<file path="src/rtl/alu_seq_ctrl_pkg.sv">
`default_nettype none
// ============================================================================
// Module   : alu_seq_ctrl_pkg
// Brief    : Shared ALU opcodes, data-width defaults and sequencer FSM states.
// Revision : 1.0 - initial release
// ============================================================================
package alu_seq_ctrl_pkg;

  localparam int DEF_WIDTH = 32;
  localparam int DEF_OP_W  = 5;

  localparam logic [DEF_OP_W-1:0] ALU_ADD = 5'd0;
  localparam logic [DEF_OP_W-1:0] ALU_SUB = 5'd1;
  localparam logic [DEF_OP_W-1:0] ALU_AND = 5'd2;
  localparam logic [DEF_OP_W-1:0] ALU_OR  = 5'd3;
  localparam logic [DEF_OP_W-1:0] ALU_XOR = 5'd4;

  typedef enum logic [1:0] {
    ST_IDLE = 2'd0,
    ST_RUN  = 2'd1,
    ST_DONE = 2'd2
  } seq_state_t;

endpackage : alu_seq_ctrl_pkg
`default_nettype wire

</file>
<file path="src/rtl/alu_seq_ctrl.sv">
`default_nettype none
// ============================================================================
// Module   : alu_seq_ctrl
// Brief    : Drives an external combinational ALU to produce term n of the
//            recurrence t(k) = t(k-1) OP t(k-2), returned with a done pulse.
// Revision : 1.0 - initial release
// ============================================================================
module alu_seq_ctrl
  import alu_seq_ctrl_pkg::*;
#(
  parameter int WIDTH = DEF_WIDTH,
  parameter int OP_W  = DEF_OP_W,
  parameter int CNT_W = 8
) (
  input  logic             clk,
  input  logic             rst,
  input  logic             start,
  input  logic [WIDTH-1:0] seed0,
  input  logic [WIDTH-1:0] seed1,
  input  logic [OP_W-1:0]  op_sel,
  input  logic [CNT_W-1:0] n,
  output logic [WIDTH-1:0] alu_a,
  output logic [WIDTH-1:0] alu_b,
  output logic [OP_W-1:0]  alu_op,
  input  logic [WIDTH-1:0] alu_out,
  output logic             busy,
  output logic             done,
  output logic [WIDTH-1:0] result
);

  seq_state_t       state_q, state_d;
  logic [WIDTH-1:0] prev_q, prev_d;
  logic [WIDTH-1:0] cur_q, cur_d;
  logic [WIDTH-1:0] result_q, result_d;
  logic [OP_W-1:0]  op_q, op_d;
  logic [CNT_W-1:0] n_q, n_d;
  logic [CNT_W-1:0] idx_q, idx_d;
  logic [CNT_W-1:0] idx_inc;

  // idx never exceeds n_q-1 in RUN, so idx_inc cannot wrap
  assign idx_inc = idx_q + CNT_W'(1);

  always_ff @(posedge clk or posedge rst) begin
    if (rst) begin
      state_q  <= ST_IDLE;
      prev_q   <= '0;
      cur_q    <= '0;
      result_q <= '0;
      op_q     <= '0;
      n_q      <= '0;
      idx_q    <= '0;
    end else begin
      state_q  <= state_d;
      prev_q   <= prev_d;
      cur_q    <= cur_d;
      result_q <= result_d;
      op_q     <= op_d;
      n_q      <= n_d;
      idx_q    <= idx_d;
    end
  end

  always_comb begin
    state_d  = state_q;
    prev_d   = prev_q;
    cur_d    = cur_q;
    result_d = result_q;
    op_d     = op_q;
    n_d      = n_q;
    idx_d    = idx_q;
    case (state_q)
      ST_IDLE: begin
        if (start) begin
          prev_d = seed0;
          cur_d  = seed1;
          op_d   = op_sel;
          n_d    = n;
          idx_d  = CNT_W'(1);
          if (n == '0) begin
            result_d = seed0;
            state_d  = ST_DONE;
          end else if (n == CNT_W'(1)) begin
            result_d = seed1;
            state_d  = ST_DONE;
          end else begin
            state_d = ST_RUN;
          end
        end
      end
      ST_RUN: begin
        prev_d = cur_q;
        cur_d  = alu_out;
        idx_d  = idx_inc;
        if (idx_inc == n_q) begin
          result_d = alu_out;
          state_d  = ST_DONE;
        end
      end
      ST_DONE: state_d = ST_IDLE;
      default: state_d = ST_IDLE;
    endcase
  end

  // Operands stay visible outside RUN; only the opcode is parked at zero
  assign alu_a  = cur_q;
  assign alu_b  = prev_q;
  assign alu_op = (state_q == ST_RUN) ? op_q : '0;
  assign busy   = (state_q != ST_IDLE);
  assign done   = (state_q == ST_DONE);
  assign result = result_q;

endmodule : alu_seq_ctrl
`default_nettype wire

</file>
<file path="config.mk">
export PLATFORM = sky130hd
export DESIGN_NAME = alu_seq_ctrl
export DESIGN_NICKNAME = d
export VERILOG_FILES = /design/src/rtl/alu_seq_ctrl_pkg.sv /design/src/rtl/alu_seq_ctrl.sv
export SDC_FILE = /design/constraint.sdc
export NUM_CORES = 1
export LEC_CHECK = 0
export BUFFER_PORTS_ARGS = -buffer_cell sky130_fd_sc_hd__buf_2
export CORE_AREA = 8 8 141 143
export DETAILED_ROUTE_END_ITERATION = 6
export DIE_AREA = 0 0 149 151
export GPL_ROUTABILITY_DRIVEN = 1
export PLACE_DENSITY = 0.72
export SETUP_SLACK_MARGIN = 0.05
export SLEW_MARGIN = 10
export SYNTH_ARGS = -nofsm -noshare
export SYNTH_HDL_FRONTEND = slang
export SYNTH_SLANG_ARGS = --single-unit
</file>
<file path="constraint.sdc">
create_clock -name clk -period 3.5 [get_ports clk]
set_clock_uncertainty 0.1 [all_clocks]
set_input_delay 0.175 -clock clk [delete_from_list [all_inputs] [get_ports clk]]
set_output_delay 0.175 -clock clk [all_outputs]
set_load 0.005 [all_outputs]
</file>
==> key figures, run 1 <==
Status
  – Outcome: finished, final reports clean

Drt
  – Met3 WL: ~1500 um
  – Uppermost routed layer: met5
  – DR iter-0 viols: 312
  – Met2 wire len: between 9000 and 10000 um
  – Routed WL: ~20000 um
  – Vias per cell: about 5
  – DR WL/cell: ~17 um
  – Final antenna-violating net count: 0
  – First-pass DRT Iterations: 5
  – Total number of vias: 5952
  – # DRC: 0
  – Post-route met1 wirelength: between 8000 and 9000 um

Clock tree
  – Postcts setup bufs: 0
  – Clk Latency, worst-skew pair: 0.42 ns
  – CTS Buf Count: 17
  – Max Root-Sink Buffers: 2
  – Root Driver: clkbuf_16
  – CTS H-tree depth: 4
  – TritonCTS Sinks: 119
  – CTS tree: yes
  – Clock Pin Slew Worst Setup and Hold Paths: 0.05 ns

Setup path
  – Crit end category: register
  – Worst-path maximum fanout: 54
  – Cell at the slowest stage of the critical path: dfrtp_1
  – Slowest stage delay, CP: 0.94 ns
  – Setup CP Type: register to register
  – Worst path bufs/invs: 2
  – CP required: 3.69 ns
  – Crit-path cells: nand2b_4, buf_12, nor2_1, a31oi_1, dlygate4sd3_1
  – Crit path from: state_q[0]
  – Worst R2R Setup Slack: 0.79 ns
  – WP depth: 5
  – R2R depth: 5
  – Worst R2R End: alu_a[12]
  – Crit-path leading delay family: flip-flops
  – Startpoint class of the critical path: register
  – RR Startpoint: state_q[0]
  – Crit path capture: alu_a[12]
  – Critical Path AT: 2.91 ns

STA
  – Setup TNS: 0 ns
  – Final Setup Violations: 0
  – Min cycle time layout: about 2.7 ns
  – Final period utilization: 0.776
  – Slew Viols, Final: 0
  – Final Hold Fails: 0
  – Fmax: around 0.37 GHz
  – Worst slew pin tran: 0.913 ns
  – RSZ-0062 raised after global routing: false
  – Relative slew slack: 0.391

Synth
  – Post-synth EDFFs: 0
  – Yosys warnings: 0
  – Sequential-to-total area share from yosys stat: 0.490
  – Top_reg_cell synth: dfrtp_1
  – Post-synth top cells: 130 x nand2_1, 119 x dfrtp_1, 55 x nor2_1
  – Syn_area_per_cell: roughly 9.8 sq um
  – Syn Nets: ~730
  – Synth cell types: 47
  – Dominant cells by area after synthesis: dfrtp_1 49%, nand2_1 8.0%, mux2_4 7.2%
  – Synth Register Bits: 119
  – Most frequent cell after synthesis: nand2_1
  – Post-Syn Area: 6070 sq um
  – Area leader, netlist: dfrtp_1
  – Cells after Synth: 621
  – Async S/R FF share, synth: 1.00
  – Area fraction of the dominant cell type after synthesis: 0.490

Place
  – Port bufs: 214
  – Post-DP HPWL: 13500 um
  – GP Congestion: between 0.8 and 0.9

Finish
  – Util after Layout: 0.514
  – Layout Nets: 1038
  – Area delta synth->final: 49.5%
  – Fraction of layout instances using a drive strength above 1: 0.323

Pwr
  – VDD IR max: 331 uV
  – Pleak: 4.30 nW
  – Power Dens Cells: 774 nW/um^2
  – Pwr Total: between 7 and 8 mW

Die
  – Chip Height: 151 um
  – Starting Density: 0.344
  – Core Footprint: around 18000 sq um
  – FP Rows: slightly below 50
  – Die footprint: 22500 sq um
  – Die width: 149 um
  – IO Pins: approximately 220

Job
  – Max-cap violation count: 0

Global routing
  – Overall Global Routing Usage: 0.182
  – Vias in the first global route: around 6200
  – Pin count of the biggest net entering global routing: 64
  – Global route overflow: 0
  – Initial antenna violation count: 2
  – First-pass GRT wire length: 32400 um

Min path
  – Tightest Hold Check Type: input pin to register
layout make-up:
cell class	count	area, sq um
fillers	1550	8580
well taps	229	287
diodes	1	2.50
multi-input cells	453	2900
repair buffers	332	2270
clock inverters	11	170
inverters	2	10.0
clock buffers	21	470
flip-flops and latches	119	2980
worst min-delay path by stage:
stage	startpoint	cells after the start	slack [ns]	endpoint
after CTS	seed1[20]	3	0.0002	alu_a[20]
after floorplan	n[0]	1	0.21	n_q[0]
final	seed0[27]	3	0.02	alu_b[27]
after detailed placement	rst	2	0.29	op_q[3]
after global routing	seed1[24]	3	0.01	alu_a[24]
after global placement	rst	2	0.28	op_q[3]
timing repair:
action                                 4_1_cts  5_1_grt
hold buffers                               104        0
endpoints found under the hold margin      137        0
gates resized for setup                      0        0
tightest hold or removal path: stages:
cell	delay [ns]
buf_2	0.09
mux2i_1	0.06
o21ai_0	0.16
state kept, by name, indices dropped and copies added, names as in the netlist:
name and cells:
alu_b 32, op_q 5, n_q 8, idx_q 8
alu_a 32, result 32, state_q 2
stage by stage:
stage	instance area (sq um)	hold WS [ns]	cells	worst slack, ns
floorplan	6070	0.210	621	0.0675
global placement	7400	0.285	1031	1.03
detailed placement	7400	0.293	1031	0.988
CTS	9080	0.000230	1167	0.797
global route	9080	0.0101	1168	0.620
finish	9080	0.0184	1168	0.786
kinds of logic (layout without fill, tap and decap cells):
| group | Yosys count | in the layout | share of synthesized area |
|---|---|---|---|
| and+or+nand+nor | 227 | 227 | 0.161 |
| muxes | 82 | 82 | 0.162 |
| adders and majority gates | 1 | 1 | 0.00206 |
| DFF | 119 | 119 | 0.490 |
| buffers and inverters | 49 | 366 | 0.0385 |
| other | 0 | 1 | 0 |
| xor gates and xnor gates | 8 | 8 | 0.0115 |
| AOI/OAI and AO/OA | 135 | 135 | 0.135 |
cell usage in the layout, fill, tap and decap left out, types with 4 or more instances in the layout:
cell type and n:
nor2b_1 14, buf_4 10, mux2_1 13, buf_2 214
clkbuf_16 17, xnor2_1 6, a21oi_1 33, and2_1 5
a31oi_1 48, bufinv_16 4, nand2_1 130, o21ai_1 16
o211ai_1 15, o21ai_0 12, mux2_4 29, dfrtp_1 119
dlygate4sd3_1 104, mux2i_1 37, buf_12 4, nor2_1 55
power breakdown:
group	switching, mW	total (mW)	internal (mW)	leakage (nW)
sequential	0.465	2.42	1.95	1.45
clock	0.653	1.90	1.25	0.306
combinational	1.31	2.71	1.40	2.54
total	2.42	7.03	4.60	4.30
per-layer routing:
layer  vias up  GRT usage
li1       2773          -
met1      2853      0.215
met2       270      0.295
met3        54     0.0577
met4         2     0.0868
met5         -          0
No activity file was read; power rests on OpenSTA's default activity.
==> inputs of run 2 (changes only) <==
--- a/config.mk
+++ b/config.mk
@@ -5,12 +5,13 @@
 export SDC_FILE = /design/constraint.sdc
 export NUM_CORES = 1
 export LEC_CHECK = 0
+export ABC_AREA = 1
 export BUFFER_PORTS_ARGS = -buffer_cell sky130_fd_sc_hd__buf_2
 export CORE_AREA = 8 8 141 143
 export DETAILED_ROUTE_END_ITERATION = 6
 export DIE_AREA = 0 0 149 151
 export GPL_ROUTABILITY_DRIVEN = 1
-export PLACE_DENSITY = 0.72
+export PLACE_DENSITY = 0.7
 export SETUP_SLACK_MARGIN = 0.05
 export SLEW_MARGIN = 10
 export SYNTH_ARGS = -nofsm -noshare
==> constraint.sdc (replaced) <==
create_clock -name clk -period 2.6 [get_ports clk]
set_clock_uncertainty 0.1 [all_clocks]
set_input_delay 0.13 -clock clk [delete_from_list [all_inputs] [get_ports clk]]
set_output_delay 0.13 -clock clk [all_outputs]
set_load 0.005 [all_outputs]
==> run 2 against run 1 <==
Against the previous run: clock-buffer cell count increased by 1; sequential power rose by 39%; critical path depth rose by 1; critical endpoint is now alu_a[9]; sequential cell count unchanged; cell count increased by 16%; critical path type unchanged; core utilization fell by 0.60 points; final area decreased by 1.2%; clock power up 20%; setup slack got worse by 0.47 ns.
==> key figures, run 2 <==
Setup path
  – Crit-path leading delay family: buffers and inverters
  – Crit end category: register
  – Worst-path maximum fanout: 85
  – Setup CP Type: register to register
  – CP required: 2.84 ns
  – Cell at the slowest stage of the critical path: buf_4
  – Worst path bufs/invs: 2
  – Critical Path AT: 2.53 ns
  – Crit-path cells: nor2_1, nand2_2, buf_4, o21ai_0, a21oi_1, dlygate4sd3_1
  – Startpoint class of the critical path: register
  – Slowest stage delay, CP: 0.64 ns

Finish
  – Commonest non-fill, non-tap cell in the layout: buf_2
  – Most frequent cells in the layout: 214 x buf_2, 202 x nand2_1, 143 x o21ai_0
  – Layout Nets: 1226
  – Fraction of layout instances using a drive strength above 1: 0.240
  – Util after Layout: 0.508
  – Area delta synth->final: 48.8%

Drt
  – Final antenna-violating net count: 0
  – Total number of vias: 6662
  – # DRC: 0
  – First-pass DRT Iterations: 5
  – Vias per cell: just under 5
  – Routed WL: roughly 21000 um
  – DR WL/cell: about 16 um
  – DR iter-0 viols: 475

Synth
  – Async S/R FF share, synth: 1.00
  – Yosys warnings: 0
  – Syn_area_per_cell: 7.45 sq um
  – Post-synth EDFFs: 0
  – Synth Register Bits: roughly 120
  – Area leader, netlist: dfrtp_1
  – Area fraction of the dominant cell type after synthesis: 0.494
  – Most frequent cell after synthesis: nand2_1
  – Post-Syn Area: ~6000 sq um
  – Top_reg_cell synth: dfrtp_1
  – Sequential-to-total area share from yosys stat: 0.494
  – Syn Nets: a little over 900
  – Dominant cells by area after synthesis: dfrtp_1 49%, nand2_1 13%, o21ai_0 12%
  – Post-synth top cells: 205 x nand2_1, 143 x o21ai_0, 119 x dfrtp_1
  – Cells after Synth: 809
  – Synth cell types: 27

Pwr
  – Pleak: 4.54 nW
  – Power Dens Cells: 1240 nW/um^2
  – Pwr Total: 11.2 mW
  – VDD IR max: 940 uV

Clock tree
  – CTS H-tree depth: 4
  – CTS tree: yes
  – Clk Latency, worst-skew pair: 0.41 ns
  – Clock Pin Slew Worst Setup and Hold Paths: ~0.060 ns
  – Root Driver: clkbuf_16
  – Max Root-Sink Buffers: 2
  – CTS Buf Count: 17
  – TritonCTS Sinks: 119
  – Postcts setup bufs: 0

STA
  – Final period utilization: 0.879
  – Setup TNS: 0 ns
  – Min cycle time layout: 2.29 ns
  – Relative slew slack: 0.450
  – Fmax: 0.437 GHz
  – Final Setup Violations: 0
  – RSZ-0062 raised after global routing: false
  – Final hold slack: 0.0356 ns
  – Worst slew pin tran: 0.825 ns
  – Final Hold Fails: 0
  – Slew Viols, Final: 0

Die
  – FP Rows: 49
  – IO Pins: 215
  – Core Footprint: 17700 sq um
  – Die width: between 100 and 150 um
  – Starting Density: 0.342
  – Die footprint: 22500 sq um
  – Chip Height: 151 um

Global routing
  – Global route overflow: 0
  – Vias in the first global route: 6718
  – Met3 GRT Util: 0.0544
  – Initial antenna violation count: 2
  – GR Util met2: 0.323
  – Pin count of the biggest net entering global routing: 120
  – Top Usage Layer GRT: met2
  – Overall Global Routing Usage: 0.187
  – GRT met1 Usage: 0.212
  – First-pass GRT wire length: 33800 um

Status
  – Outcome: finished, final reports clean

Place
  – GP Congestion: 0.800
  – Port bufs: about 210
  – Post-DP HPWL: 13600 um

Job
  – Max-cap violation count: 0

Min path
  – Tightest Hold Check Type: input pin to register
-- run 2: layer usage --
layer | part of all wire | vias up
met1 | 0.40 | 3165
met5 | 0.00057 | -
met2 | 0.50 | 231
met4 | 0.026 | 2
met3 | 0.070 | 42
li1 | - | 3222
-- run 2: cell type report --
cell class	instances	area (sq um)
diodes	1	2.50
clock buffers	22	464
clock inverters	10	103
fillers	1675	8680
inverters	72	275
multi-input cells	567	2580
flip-flops and latches	119	2980
well taps	229	287
repair buffers	336	2290
-- run 2: per-stage QoR --
step | worst slack, ns | instances | area [sq um]
5_1_grt | 0.101 | 1356 | 8970
2_1_floorplan | 0.743 | 809 | 6030
3_3_place_gp | 0.349 | 1214 | 7300
4_1_cts | 0.234 | 1355 | 8960
6_report | 0.314 | 1356 | 8970
3_5_place_dp | 0.249 | 1214 | 7300
-- run 2: final timing paths --
check / from / end / slack, ns / depth (start not counted)
worst max-delay path: state_q[0] / alu_a[9] / 0.31 / 6
worst min-delay path: seed0[29] / alu_b[29] / 0.04 / 5
worst max register to register: state_q[0] / alu_a[9] / 0.31 / 6
worst min register to register: result[21] / result[21] / 0.37 / 2
max in group asynchronous: rst / result[15] / 1.50 / 4
min in group asynchronous: rst / alu_b[21] / 0.33 / 4
-- run 2: worst reg2reg max path, stage by stage, from the launching register on --
cell           delay [ns]
dfrtp_1              0.37
nor2_1               0.08
nand2_2              0.07
buf_4                0.64
o21ai_0              0.23
a21oi_1              0.18
dlygate4sd3_1        0.56
-- run 2: cell families after synthesis --
group | Yosys count | share of synthesized area
AOI/OAI and AO/OA | 210 | 0.178
xor gates and xnor gates | 2 | 0.00291
adders and majority gates | 1 | 0.00207
buffers and inverters | 123 | 0.0832
DFF | 119 | 0.494
and+or+nand+nor | 354 | 0.240
-- run 2: power by group --
part	internal, mW	switching, mW
Combinational	2.35	3.17
Clock	1.45	0.832
Sequential	2.80	0.575
-- run 2: timing repair --
item,CTS,global route
gates resized for setup,0,2
endpoints found under the hold margin,209,0
hold buffers,109,0
endpoints found under the setup margin,0,27
==> inputs of run 3 (changes only) <==
--- a/config.mk
+++ b/config.mk
@@ -7,11 +7,12 @@
 export LEC_CHECK = 0
 export ABC_AREA = 1
 export BUFFER_PORTS_ARGS = -buffer_cell sky130_fd_sc_hd__buf_2
+export CAP_MARGIN = 40
 export CORE_AREA = 8 8 141 143
 export DETAILED_ROUTE_END_ITERATION = 6
 export DIE_AREA = 0 0 149 151
 export GPL_ROUTABILITY_DRIVEN = 1
-export PLACE_DENSITY = 0.7
+export PLACE_DENSITY = 0.72
 export SETUP_SLACK_MARGIN = 0.05
 export SLEW_MARGIN = 10
 export SYNTH_ARGS = -nofsm -noshare
==> constraint.sdc (replaced) <==
create_clock -name clk -period 2.05 [get_ports clk]
set_clock_uncertainty 0.1 [all_clocks]
set_input_delay 0.1025 -clock clk [delete_from_list [all_inputs] [get_ports clk]]
set_output_delay 0.1025 -clock clk [all_outputs]
set_load 0.05 [all_outputs]
==> run 3 against run 2 <==
Against the previous run: sequential share of layout area fell by 1.3 points; core utilization rose by 2.0 points; sequential cell count did not move; largest power group unchanged; combinational power rose by 96%; maximum frequency rose by 12%; clock power rose by 30%; register-to-register slack got worse by 0.31 ns; sequential power rose by 28%; die area did not move; setup slack got worse by 0.31 ns; first-iteration DRC count fell by 8.8%; final area rose by 4.0%.
==> key figures, run 3 (synthesis gave the netlist of run 2 again) <==
Finish
  – Layout Nets: 1243
  – Fraction of layout instances using a drive strength above 1: 0.261
  – # diodes: 0
  – Util after Layout: 0.529
  – Post-Layout Cell Count: 1368
  – Most frequent cells in the layout: 213 x buf_2, 197 x nand2_1, 143 x o21ai_0
  – Area delta synth->final: 54.8%
  – Fill cells: 1614
  – Design Area, Final: 9330 sq um
  – Commonest non-fill, non-tap cell in the layout: buf_2

Die
  – Chip Height: 151 um
  – Die footprint: 22500 sq um
  – FP Rows: 49
  – Die width: 149 um
  – Starting Density: 0.342
  – IO Pins: roughly 220
  – Core Footprint: 17700 sq um

Job
  – Max-cap violation count: 0

STA
  – Final hold slack: 0.253 ns
  – Relative slew slack: 0.542
  – Worst slew pin tran: roughly 0.69 ns
  – Min cycle time layout: 2.05 ns
  – Worst Slack Setup Final: between 0.004 and 0.005 ns
  – Final period utilization: 0.998
  – Final Hold Fails: 0
  – Setup TNS: 0 ns
  – RSZ-0062 raised after global routing: true
  – Final Setup Violations: 0
  – Slew Viols, Final: 0
  – Fmax: 0.489 GHz

Status
  – Outcome: finished, final reports clean

Place
  – GP Congestion: between 0.8 and 0.9
  – Post-Place Setup Slack: -0.109 ns
  – DP Area: 7380 sq um
  – Placed insts: 1220
  – Post-DP HPWL: 13800 um
  – Port bufs: 214

Global routing
  – Overall Global Routing Usage: 0.201
  – First-pass GRT wire length: roughly 36000 um
  – Initial antenna violation count: 0
  – Vias in the first global route: 7259
  – Global route overflow: 0
  – Pin count of the biggest net entering global routing: 120

Setup path
  – Critical Path AT: between 2 and 2.5 ns
  – Setup CP Type: register to register
  – Crit path from: idx_q[0]
  – Crit path capture: result[5]
  – CP required: 2.30 ns
  – R2R depth: 14
  – Worst-path maximum fanout: 8
  – RR Startpoint: idx_q[0]
  – Startpoint class of the critical path: register
  – Crit end category: register
  – Worst R2R End: result[5]
  – Worst R2R Setup Slack: 0.004 ns

Clock tree
  – CTS Buf Count: 17
  – Root Driver: clkbuf_16
  – CTS H-tree depth: 4
  – Clock Pin Slew Worst Setup and Hold Paths: 0.05 ns
  – TritonCTS Sinks: 119
  – Max Root-Sink Buffers: 2
  – CTS tree: yes
  – Clk Latency, worst-skew pair: 0.41 ns

Pwr
  – Sequential power share: 0.239
  – Clock power share: 0.164
  – Part of the power in combinational logic: 0.597
  – Pwr Total: ~18 mW
  – Cell internal pwr: 8.40 mW
  – Switching Fraction: 0.535
  – VDD IR max: 1030 uV
  – Pleak: 4.66 nW
  – Sw power: 9.67 mW
  – Power Dens Cells: 1940 nW/um^2

Drt
  – Vias per cell: 5.07
  – First-pass DRT Iterations: 5
  – Final antenna-violating net count: 0
  – # DRC: 0
  – Routed WL: 23100 um
  – DR iter-0 viols: between 400 and 500
  – DR WL/cell: 16.9 um
  – Total number of vias: 6938

Min path
  – Tightest Hold Check Type: input pin to register
run 3: changes by cell type in the layout (fill, tap and decap cells not counted), moves of 3 or more:
cell and change:
clkbuf_8 +4, nand3_1 -3, nand2_1 -5, nand2_2 +5
nand2_8 +4, nor2_1 -3, clkinv_2 -7, buf_6 +3
buf_12 +4
run 3: worst min-delay path by stage:
stage	startpoint	end	slack, ns	cells after the start
2_1_floorplan	alu_out[0]	alu_a[0]	0.16	2
3_3_place_gp	rst	alu_b[25]	0.25	3
3_5_place_dp	rst	alu_b[25]	0.25	3
4_1_cts	n[6]	state_q[0]	0.22	6
5_1_grt	n[6]	state_q[0]	0.28	6
6_report	n[6]	state_q[0]	0.25	6
run 3: area by class of cell:
| class | instances | area (sq um) | area share |
|---|---|---|---|
| Multi-Input combinational cell | 571 | 2720 | 0.291 |
| Timing Repair Buffer | 349 | 2490 | 0.267 |
| Sequential cell | 119 | 2980 | 0.319 |
| Clock buffer | 25 | 515 | 0.0552 |
| Inverter | 72 | 274 | 0.0294 |
| Tap cell | 229 | 287 | 0.0307 |
| Clock inverter | 3 | 65.1 | 0.00697 |
run 3: critical path, stage by stage, from the launching register on:
cell and delay (ns):
dfrtp_1 0.41, ha_4 0.18, buf_6 0.12, inv_2 0.04, nand2_2 0.05, nand3_1 0.08
nand2_1 0.06, nor2_1 0.09, nand2_1 0.07, nor2_2 0.15, nand3_4 0.15, nand2_8 0.15
clkbuf_16 0.17, nand3_1 0.06, nand2_1 0.09
run 3: power groups by stage:
stage / Combinational, mW / Clock (mW) / Sequential, mW
5_1_grt: 11.7 / 3.12 / 4.46
3_5_place_dp: 9.87 / 0 / 4.29
6_report: 10.8 / 2.97 / 4.31
2_1_floorplan: 3.96 / 0 / 7.49
4_1_cts: 10.3 / 3.02 / 4.28
3_3_place_gp: 9.70 / 0 / 4.27
run 3: routing by layer:
layer,GRT usage,up-vias,routed length [um],share of wire
li1,-,3261,-,-
met1,0.221,3244,8960,0.39
met2,0.335,350,11300,0.49
met3,0.0669,83,1780,0.077
met4,0.120,0,1100,0.047
met5,0,-,0,0
run 3: timing repair:
item                                   4_1_cts  5_1_grt
pin swaps                                    4       13
gates resized for setup                      9       20
setup endpoints to repair                   34       37
endpoints found under the hold margin      225        0
hold buffers                               110        0
cloned                                       2        4
buffers inserted                             3        1
